### src/rtl/din_syn_capture.sv
// Oversampling receiver for the serial CLOCK/DATA/SYNC stream; deserialises one frame per sync pulse.
// Define DIN_SYN_CMP_EN to build the expected-data comparator (exp_data, mismatch, first_err_idx).
module din_syn_capture #(
    parameter int unsigned MAX_BITS = 1024,
    parameter int unsigned CNT_W    = 10,
    parameter int unsigned TIMEOUT  = 4096
) (
    input  logic                clk_in,
    input  logic                rst,
    input  logic                ser_clk,
    input  logic                ser_din,
    input  logic                ser_syn,
    input  logic [CNT_W-1:0]    exp_length,
    input  logic                rx_ack,
`ifdef DIN_SYN_CMP_EN
    input  logic [MAX_BITS-1:0] exp_data,
    output logic                mismatch,
    output logic [CNT_W-1:0]    first_err_idx,
`endif
    output logic [MAX_BITS-1:0] rx_data,
    output logic [CNT_W-1:0]    rx_length,
    output logic                rx_valid,
    output logic                len_err,
    output logic                overflow,
    output logic                timeout,
    output logic                busy
);

    localparam int unsigned TMR_W = (TIMEOUT > 1) ? $clog2(TIMEOUT) : 1;
    localparam int unsigned IDX_W = (MAX_BITS > 1) ? $clog2(MAX_BITS) : 1;
    localparam logic [CNT_W-1:0] CNT_MAX  = {CNT_W{1'b1}};
    localparam logic [TMR_W-1:0] TMR_LAST = TMR_W'(TIMEOUT - 1);

    typedef enum logic [1:0] {StIdle, StShift, StHold} state_e;

    // Input conditioning: 2-FF synchronisers, history FFs, registered edge pulses.
    logic [2:0] meta_d, meta_q, sync_d, sync_q;
    logic       clk_hist_d, clk_hist_q, syn_hist_d, syn_hist_q;
    logic       clk_rise_d, clk_rise_q, syn_rise_d, syn_rise_q, din_smp_d, din_smp_q;

    always_comb begin
        meta_d     = {ser_syn, ser_din, ser_clk};
        sync_d     = meta_q;
        clk_hist_d = sync_q[0];
        syn_hist_d = sync_q[2];
        clk_rise_d = sync_q[0] & ~clk_hist_q;
        syn_rise_d = sync_q[2] & ~syn_hist_q;
        din_smp_d  = sync_q[1];
    end

    state_e              state_d, state_q;
    logic [CNT_W-1:0]    cnt_d, cnt_q;
    logic [TMR_W-1:0]    tmr_d, tmr_q;
    logic [MAX_BITS-1:0] rx_shift_d, rx_shift_q;
    logic [MAX_BITS-1:0] rx_data_d, rx_data_q;
    logic [CNT_W-1:0]    rx_length_d, rx_length_q;
    logic                len_err_d, len_err_q;
    logic                overflow_d, overflow_q;
    logic                timeout_d, timeout_q;
    logic                hold_enter;

    always_comb begin
        state_d     = state_q;
        cnt_d       = cnt_q;
        tmr_d       = tmr_q;
        rx_shift_d  = rx_shift_q;
        rx_data_d   = rx_data_q;
        rx_length_d = rx_length_q;
        len_err_d   = len_err_q;
        overflow_d  = overflow_q;
        timeout_d   = timeout_q;
        hold_enter  = 1'b0;
        unique case (state_q)
            StIdle: begin
                if (clk_rise_q) begin
                    rx_shift_d[0] = din_smp_q;
                    cnt_d         = CNT_W'(1);
                    tmr_d         = '0;
                    state_d       = StShift;
                end
            end
            StShift: begin
                // Sync wins over a coincident clock edge; that bit is dropped.
                if (syn_rise_q) begin
                    rx_data_d   = rx_shift_q;
                    rx_length_d = cnt_q;
                    len_err_d   = (cnt_q != exp_length);
                    hold_enter  = 1'b1;
                    state_d     = StHold;
                end else if (clk_rise_q) begin
                    tmr_d = '0;
                    if (32'(cnt_q) < MAX_BITS) begin
                        rx_shift_d[IDX_W'(cnt_q)] = din_smp_q;
                    end else begin
                        overflow_d = 1'b1;
                    end
                    if (cnt_q != CNT_MAX) begin
                        cnt_d = cnt_q + CNT_W'(1);
                    end
                end else if (tmr_q == TMR_LAST) begin
                    timeout_d = 1'b1;
                    cnt_d     = '0;
                    state_d   = StIdle;
                end else begin
                    tmr_d = tmr_q + TMR_W'(1);
                end
            end
            StHold: begin
                if (rx_ack) begin
                    len_err_d = 1'b0;
                    cnt_d     = '0;
                    state_d   = StIdle;
                end
            end
            default: state_d = StIdle;
        endcase
    end

    always_ff @(posedge clk_in) begin
        if (rst) begin
            meta_q      <= '0;
            sync_q      <= '0;
            clk_hist_q  <= 1'b0;
            syn_hist_q  <= 1'b0;
            clk_rise_q  <= 1'b0;
            syn_rise_q  <= 1'b0;
            din_smp_q   <= 1'b0;
            state_q     <= StIdle;
            cnt_q       <= '0;
            tmr_q       <= '0;
            rx_data_q   <= '0;
            rx_length_q <= '0;
            len_err_q   <= 1'b0;
            overflow_q  <= 1'b0;
            timeout_q   <= 1'b0;
        end else begin
            meta_q      <= meta_d;
            sync_q      <= sync_d;
            clk_hist_q  <= clk_hist_d;
            syn_hist_q  <= syn_hist_d;
            clk_rise_q  <= clk_rise_d;
            syn_rise_q  <= syn_rise_d;
            din_smp_q   <= din_smp_d;
            state_q     <= state_d;
            cnt_q       <= cnt_d;
            tmr_q       <= tmr_d;
            rx_data_q   <= rx_data_d;
            rx_length_q <= rx_length_d;
            len_err_q   <= len_err_d;
            overflow_q  <= overflow_d;
            timeout_q   <= timeout_d;
        end
    end

    // Bits at or above cnt are stale by design, so the shift register needs no reset.
    always_ff @(posedge clk_in) begin
        rx_shift_q <= rx_shift_d;
    end

    assign rx_data   = rx_data_q;
    assign rx_length = rx_length_q;
    assign rx_valid  = (state_q == StHold);
    assign len_err   = len_err_q;
    assign overflow  = overflow_q;
    assign timeout   = timeout_q;
    assign busy      = (state_q == StShift);

`ifdef DIN_SYN_CMP_EN
    logic             cmp_pend_d, cmp_pend_q;
    logic             mismatch_d, mismatch_q;
    logic [CNT_W-1:0] first_err_idx_d, first_err_idx_q;
    logic             cmp_hit;
    logic [CNT_W-1:0] cmp_idx;

    // Scan downwards so the lowest differing index is the one that sticks.
    always_comb begin
        cmp_hit = 1'b0;
        cmp_idx = '0;
        for (int i = int'(MAX_BITS) - 1; i >= 0; i--) begin
            if ((i < int'(32'(rx_length_q))) && (rx_data_q[i] != exp_data[i])) begin
                cmp_hit = 1'b1;
                cmp_idx = CNT_W'(i);
            end
        end
    end

    always_comb begin
        cmp_pend_d      = hold_enter;
        mismatch_d      = mismatch_q;
        first_err_idx_d = first_err_idx_q;
        if (rx_valid && rx_ack) begin
            cmp_pend_d      = 1'b0;
            mismatch_d      = 1'b0;
            first_err_idx_d = '0;
        end else if (cmp_pend_q) begin
            mismatch_d      = cmp_hit;
            first_err_idx_d = cmp_idx;
        end
    end

    always_ff @(posedge clk_in) begin
        if (rst) begin
            cmp_pend_q      <= 1'b0;
            mismatch_q      <= 1'b0;
            first_err_idx_q <= '0;
        end else begin
            cmp_pend_q      <= cmp_pend_d;
            mismatch_q      <= mismatch_d;
            first_err_idx_q <= first_err_idx_d;
        end
    end

    assign mismatch      = mismatch_q;
    assign first_err_idx = first_err_idx_q;
`else
    logic unused_hold_enter;
    assign unused_hold_enter = hold_enter;
`endif

endmodule

### config.mk
export PLATFORM = sky130hd
export DESIGN_NAME = din_syn_capture
export DESIGN_NICKNAME = d
export VERILOG_FILES = /design/src/rtl/din_syn_capture.sv
export SDC_FILE = /design/constraint.sdc
export NUM_CORES = 2
export LEC_CHECK = 0
export ABC_AREA = 1
export CORE_MARGIN = 5
export CORE_UTILIZATION = 44
export CTS_BUF_LIST = sky130_fd_sc_hd__clkbuf_16
export CTS_CLUSTER_SIZE = 16
export DETAILED_ROUTE_END_ITERATION = 8
export GPL_TIMING_DRIVEN = 0
export PLACE_DENSITY = 0.78
export SETUP_SLACK_MARGIN = 0.2
export SKIP_LAST_GASP = 1
export SYNTH_ARGS = -nofsm -noshare
export SYNTH_HDL_FRONTEND = slang
export SYNTH_SLANG_ARGS = --single-unit
### constraint.sdc
create_clock -name clk_in -period 14.1 [get_ports clk_in]
set_input_delay 3.525 -clock clk_in [delete_from_list [all_inputs] [get_ports clk_in]]
set_output_delay 3.525 -clock clk_in [all_outputs]
set_load 0.05 [all_outputs]
Word-level counts from Yosys, hierarchy flattened
Cells that the tools add are included.
{ "word_totals": {"ff_bits": 2095, "out_inout_bits": 1039, "elab_cells": 82} }
{ "op_classes": {"add_sub_neg": 2, "magnitude_cmp": 2, "n_eq_ne": 15, "n_mux": 28, "bitwise_logic": 6, "reduce_logical": 13} }
{ "op_table": {"columns": ["cell", "n"], "rows": [
  ["$bwmux W1024", 1],
  ["$mux W10", 6],
  ["$mux W12", 4],
  ["$pmux W10 S3", 1],
  ["$pmux W12 S2", 1],
  ["$reduce_and A4 Y1", 4],
  ["$add A12 B1 Y12 const B", 1],
  ["$eq A12 B12 Y1 const B", 1],
  ["$lt A10 B11 Y1 const B", 1],
  ["$add A10 B1 Y10 const B", 1],
  ["$demux W1 S10", 1],
  ["$ge A10 B1 Y1 const B", 1],
  ["$mux W2", 5],
  ["$ne A10 B10 Y1", 1],
  ["$ne A10 B10 Y1 const B", 1],
  ["$mux W1", 6],
  ["$ne A2 B2 Y1 const B", 3],
  ["$ne A3 B1 Y1 const B", 2],
  ["$ne A3 B2 Y1 const B", 2],
  ["$pmux W2 S3", 1],
  ["$reduce_and A3 Y1", 2],
  ["$reduce_and A6 Y1", 1],
  ["$ne A2 B1 Y1 const B", 2],
  ["$not A1 Y1", 4],
  ["other kinds (10)", 13]
]} }

Depth between registers and ports, before layout
{ "depth": {"ltp_word": 8, "depth_mapped": 11, "depth_no_buf": 11} }

Least setup slack after synthesis
Ideal clock, no wire load.
{ "synth_path": {"path_kind": "register to register", "start": "reg din_smp_q", "end": "reg rx_shift_q[1000] (data pin)", "setup_time_ps": 2813, "arrival_time_ps": 12736, "t_required_ps": 11287, "path_slack_ps": -1449, "path_stages_with_launch": 1, "cell_sequence": "dfxtp_1"} }
{ "synth_between": {"elab_chain_cells": 1} }
{ "synth_lines": {"columns": ["element", "line_no", "source"], "rows": [
  ["start, declared", "39", "logic clk_rise_d, clk_rise_q, syn_rise_d, syn_rise_q, din_smp_d, din_smp_q;"],
  ["start signal, assigned", "143", "din_smp_q <= din_smp_d;"],
  ["$bwmux W1024", "93", "rx_shift_d[IDX_W'(cnt_q)] = din_smp_q;"],
  ["end signal, assigned", "157", "rx_shift_q <= rx_shift_d;"],
  ["end, declared", "54", "logic [MAX_BITS-1:0] rx_shift_d, rx_shift_q;"]
]} }
Every way passes these cells.
A chain may end at the register's enable or synchronous reset.

Worst setup path in the final report
{ "layout_path": {"start": "reg state_q[1]", "end": "out busy"} }
{ "layout_between": {"elab_chain_cells": 1} }
{ "layout_lines": {"columns": ["element", "line_no", "source"], "rows": [
  ["start, declared", "51", "state_e state_d, state_q;"],
  ["start signal, assigned", "128", "state_q <= StIdle;"],
  ["start signal, assigned", "144", "state_q <= state_d;"],
  ["$eq A2 B1 Y1", "166", "assign busy = (state_q == StShift);"],
  ["end, declared", "26", "output logic busy"]
]} }
Every way passes these cells.

==> reports/qor.txt <==
crit share post-route = 0.432
core area = 165,000 sq um
pre-CTS setup slack = 7.66 ns
post-synth cell types = 26
post-synthesis mux area share = 0
slowest CP cell = clkdlybuf4s50_1
Longest Clk Path Bufs = 3
vias per cell = 5.70
LEAKAGE = 0.0316 uW
I/O Pins = 1,055
Mapped Cells = 7,224
adder-cell share of the synthesized area = 0.00154
area post-placement = 87,500 sq um
setup slack after layout = 8.01 ns
Slew headroom = 0.0900
initial drt markers = 9,779
sequential element share of the synthesized area = 0.712
final setup fails = 0
crit path time final = 6.09 ns
count leader, synth = nor2_1
Area Growth Syn to Fin = 28.6%
crit-path max cell delay = 0.97 ns
status = completed
design area = 94,200 sq um
setup bufs post-CTS = 0
GRT overflow = 0
PortBufs = 1,052
CTS tree = built
PD cells = 134 nW/um^2
initial antenna violation count = 56
row count = 149
area of the die = 175,000 sq um
Post-Syn Area = 73,300 sq um
vias in the first global route = 57,399
global placer's final weighted congestion = 0.955
yosys warns = 0
Root Buffer Master = clkbuf_16
top-area cell type share of the netlist area = 0.420
crit-path max FO = 5
area share of and/or/nand/nor cells after synthesis = 0.175
fin cells = 10,926
Vias = 62,331
Post-synth top cells = 3,166 x nor2_1, 1,071 x dfxtp_1, 1,052 x o21ai_0
leading area contributor after synthesis = edfxtp_1
Peak VDD IR = 0.127 mV
Hold Crit Class = flip-flop to flip-flop
max-slew violations = 0
Crit. End Element = output port
share of synthesized registers carrying an async set or reset = 0
Mapped Avg Cell Area = 10.1 sq um
clk slew on worst S/H paths = 0.06 ns
Die Y = 418 microns
CTS sink cnt = 2,095
ys flop type = dfxtp_1
final antenna-violating net count = 0
f_max = 164 MHz
first-pass GRT wire length = 446,000 microns
drt first pass iters = 7
Worst Setup Start Kind = flip-flop
largest family of logic cells by synthesized area = simple AND/OR/NAND/NOR gates
RSZ-0062 raised after global routing = false
arrival time of the worst setup path = 2.57 ns
Worst Clk Skew = 0.0706 ns
TNS Setup = 0 ns
WS Path Type = flip-flop to output port
routed length per placed instance = 30.9 microns
number of buffers created by CTS = 205
share of cells above drive strength 1 = 0.0701
Hold Buf Count CTS = 0
DP HPWL = 242,000 microns
Inst Count DP = 10,498
Nets = 8,542
Clk Latency, worst-skew pair = 0.87 ns
top cells by area, synth = edfxtp_1 42%, dfxtp_1 29%, nor2_1 16%
die width = 418 microns
Routed WL = 338,000 microns
Clock H-tree levels = 4
Syn Nets = 7,249
crit path cell chain = inv_1 -> ha_1 -> clkdlybuf4s50_1
Least-Margin Pin Slew = 1.36 ns
Post-synth EDFFs = 1,024
Post-route DRC = 0
total power = 12,600 uW
Seq cells post-synth = 2,095
Hold Violations, Final = 0
Max-Cap Viols = 0
gr usage total = 0.371
starting density of the core = 0.444
compound-cell area share of the yosys netlist = 0.0744
Worst EP required = 10.57 ns
post-cts sizing count = 0
post-synthesis xor/xnor area fraction = 0.000120
largest net degree at the start of global routing = 119
placed cells by master, fill, tap and decap left out, types with 2 or more instances in the layout:
cell type,instances
buf_4,5
o211ai_1,2
clkinv_1,52
clkinv_2,36
nor3_2,2
buf_1,7
clkinvlp_4,6
o21bai_1,5
nor2_2,6
dfxtp_1,1070
clkinv_8,6
clkbuf_1,262
nand2_2,7
inv_6,5
bufinv_16,13
clkbuf_16,213
nand4_1,2
buf_2,218
nand2_1,170
buf_16,23
edfxtp_1,1024
a21oi_1,26
clkdlybuf4s50_1,1052
inv_2,14
clkinv_4,4
inv_1,153
clkbuf_2,31
nand3_1,28
diode_2,36
nor2_1,3166
clkinv_16,4
o21ai_0,1052
nor2_4,3
ha_1,9
buf_12,10
nor3_1,8
inv_8,2
critical path: cells and delay by family, from the launching register on:
| family | cells | cell delay, ns |
|---|---|---|
| flops | 1 | 0.35 |
| fa+ha+maj | 1 | 0.31 |
| buf+inv | 2 | 1.06 |
registers in the layout (all words and copies together) (netlist names):
register / cells
clk_hist_q: 1
clk_rise_q: 1
meta_q: 3
tmr_q: 12
len_err: 1
syn_hist_q: 1
rx_shift_q: 1024
sync_q: 3
rx_length: 10
timeout: 1
state_q: 2
rx_data: 1024
syn_rise_q: 1
cnt_q: 10
din_smp_q: 1
routing by layer:
metal  routed length (microns)  GRT usage
met1                    114000      0.432
met2                    151000      0.573
met3                     41300      0.113
met4                     32100      0.290
met5                       165    0.00601
layout make-up:
class / instances / area (sq um)
diodes: 36 / 90.1
multi-input cells: 4489 / 18400
inverters: 117 / 439
clock inverters: 178 / 1320
plain buffers: 523 / 2290
repair buffers: 1086 / 11400
flip-flops and latches: 2095 / 52200
well taps: 2189 / 2740
fillers: 13840 / 71000
clock buffers: 213 / 5330
cell families (layout without fill, tap and decap cells):
| logic type | Yosys count | count (layout) |
|---|---|---|
| xor gates and xnor gates | 1 | 1 |
| AOI/OAI and AO/OA | 1085 | 1085 |
| buffers and inverters | 640 | 2117 |
| DFF | 2095 | 2095 |
| other | 1 | 37 |
| and+or+nand+nor | 3393 | 3393 |
| adders and majority gates | 9 | 9 |
final timing paths:
path | from | endpoint | slack, ns | cells after the start
min | clk_hist_q | clk_rise_q | 0.39 | 1
max | state_q[1] | busy | 8.01 | 3
min reg2reg | clk_hist_q | clk_rise_q | 0.39 | 1
max reg2reg | cnt_q[0] | rx_shift_q[608] | 10.10 | 8
power breakdown:
group	total, uW	internal (uW)	switching (uW)
clock network	5430	2980	2450
logic	740	179	560
registers	6440	6400	47.6
per-stage QoR:
stage	util	hold slack [ns]
3_5_place_dp	0.529	0.384
5_1_grt	0.570	0.400
4_1_cts	0.570	0.393
3_3_place_gp	0.524	0.378
2_1_floorplan	-	0.374
6_report	0.570	0.391
Power figures use the tool's default switching activity.
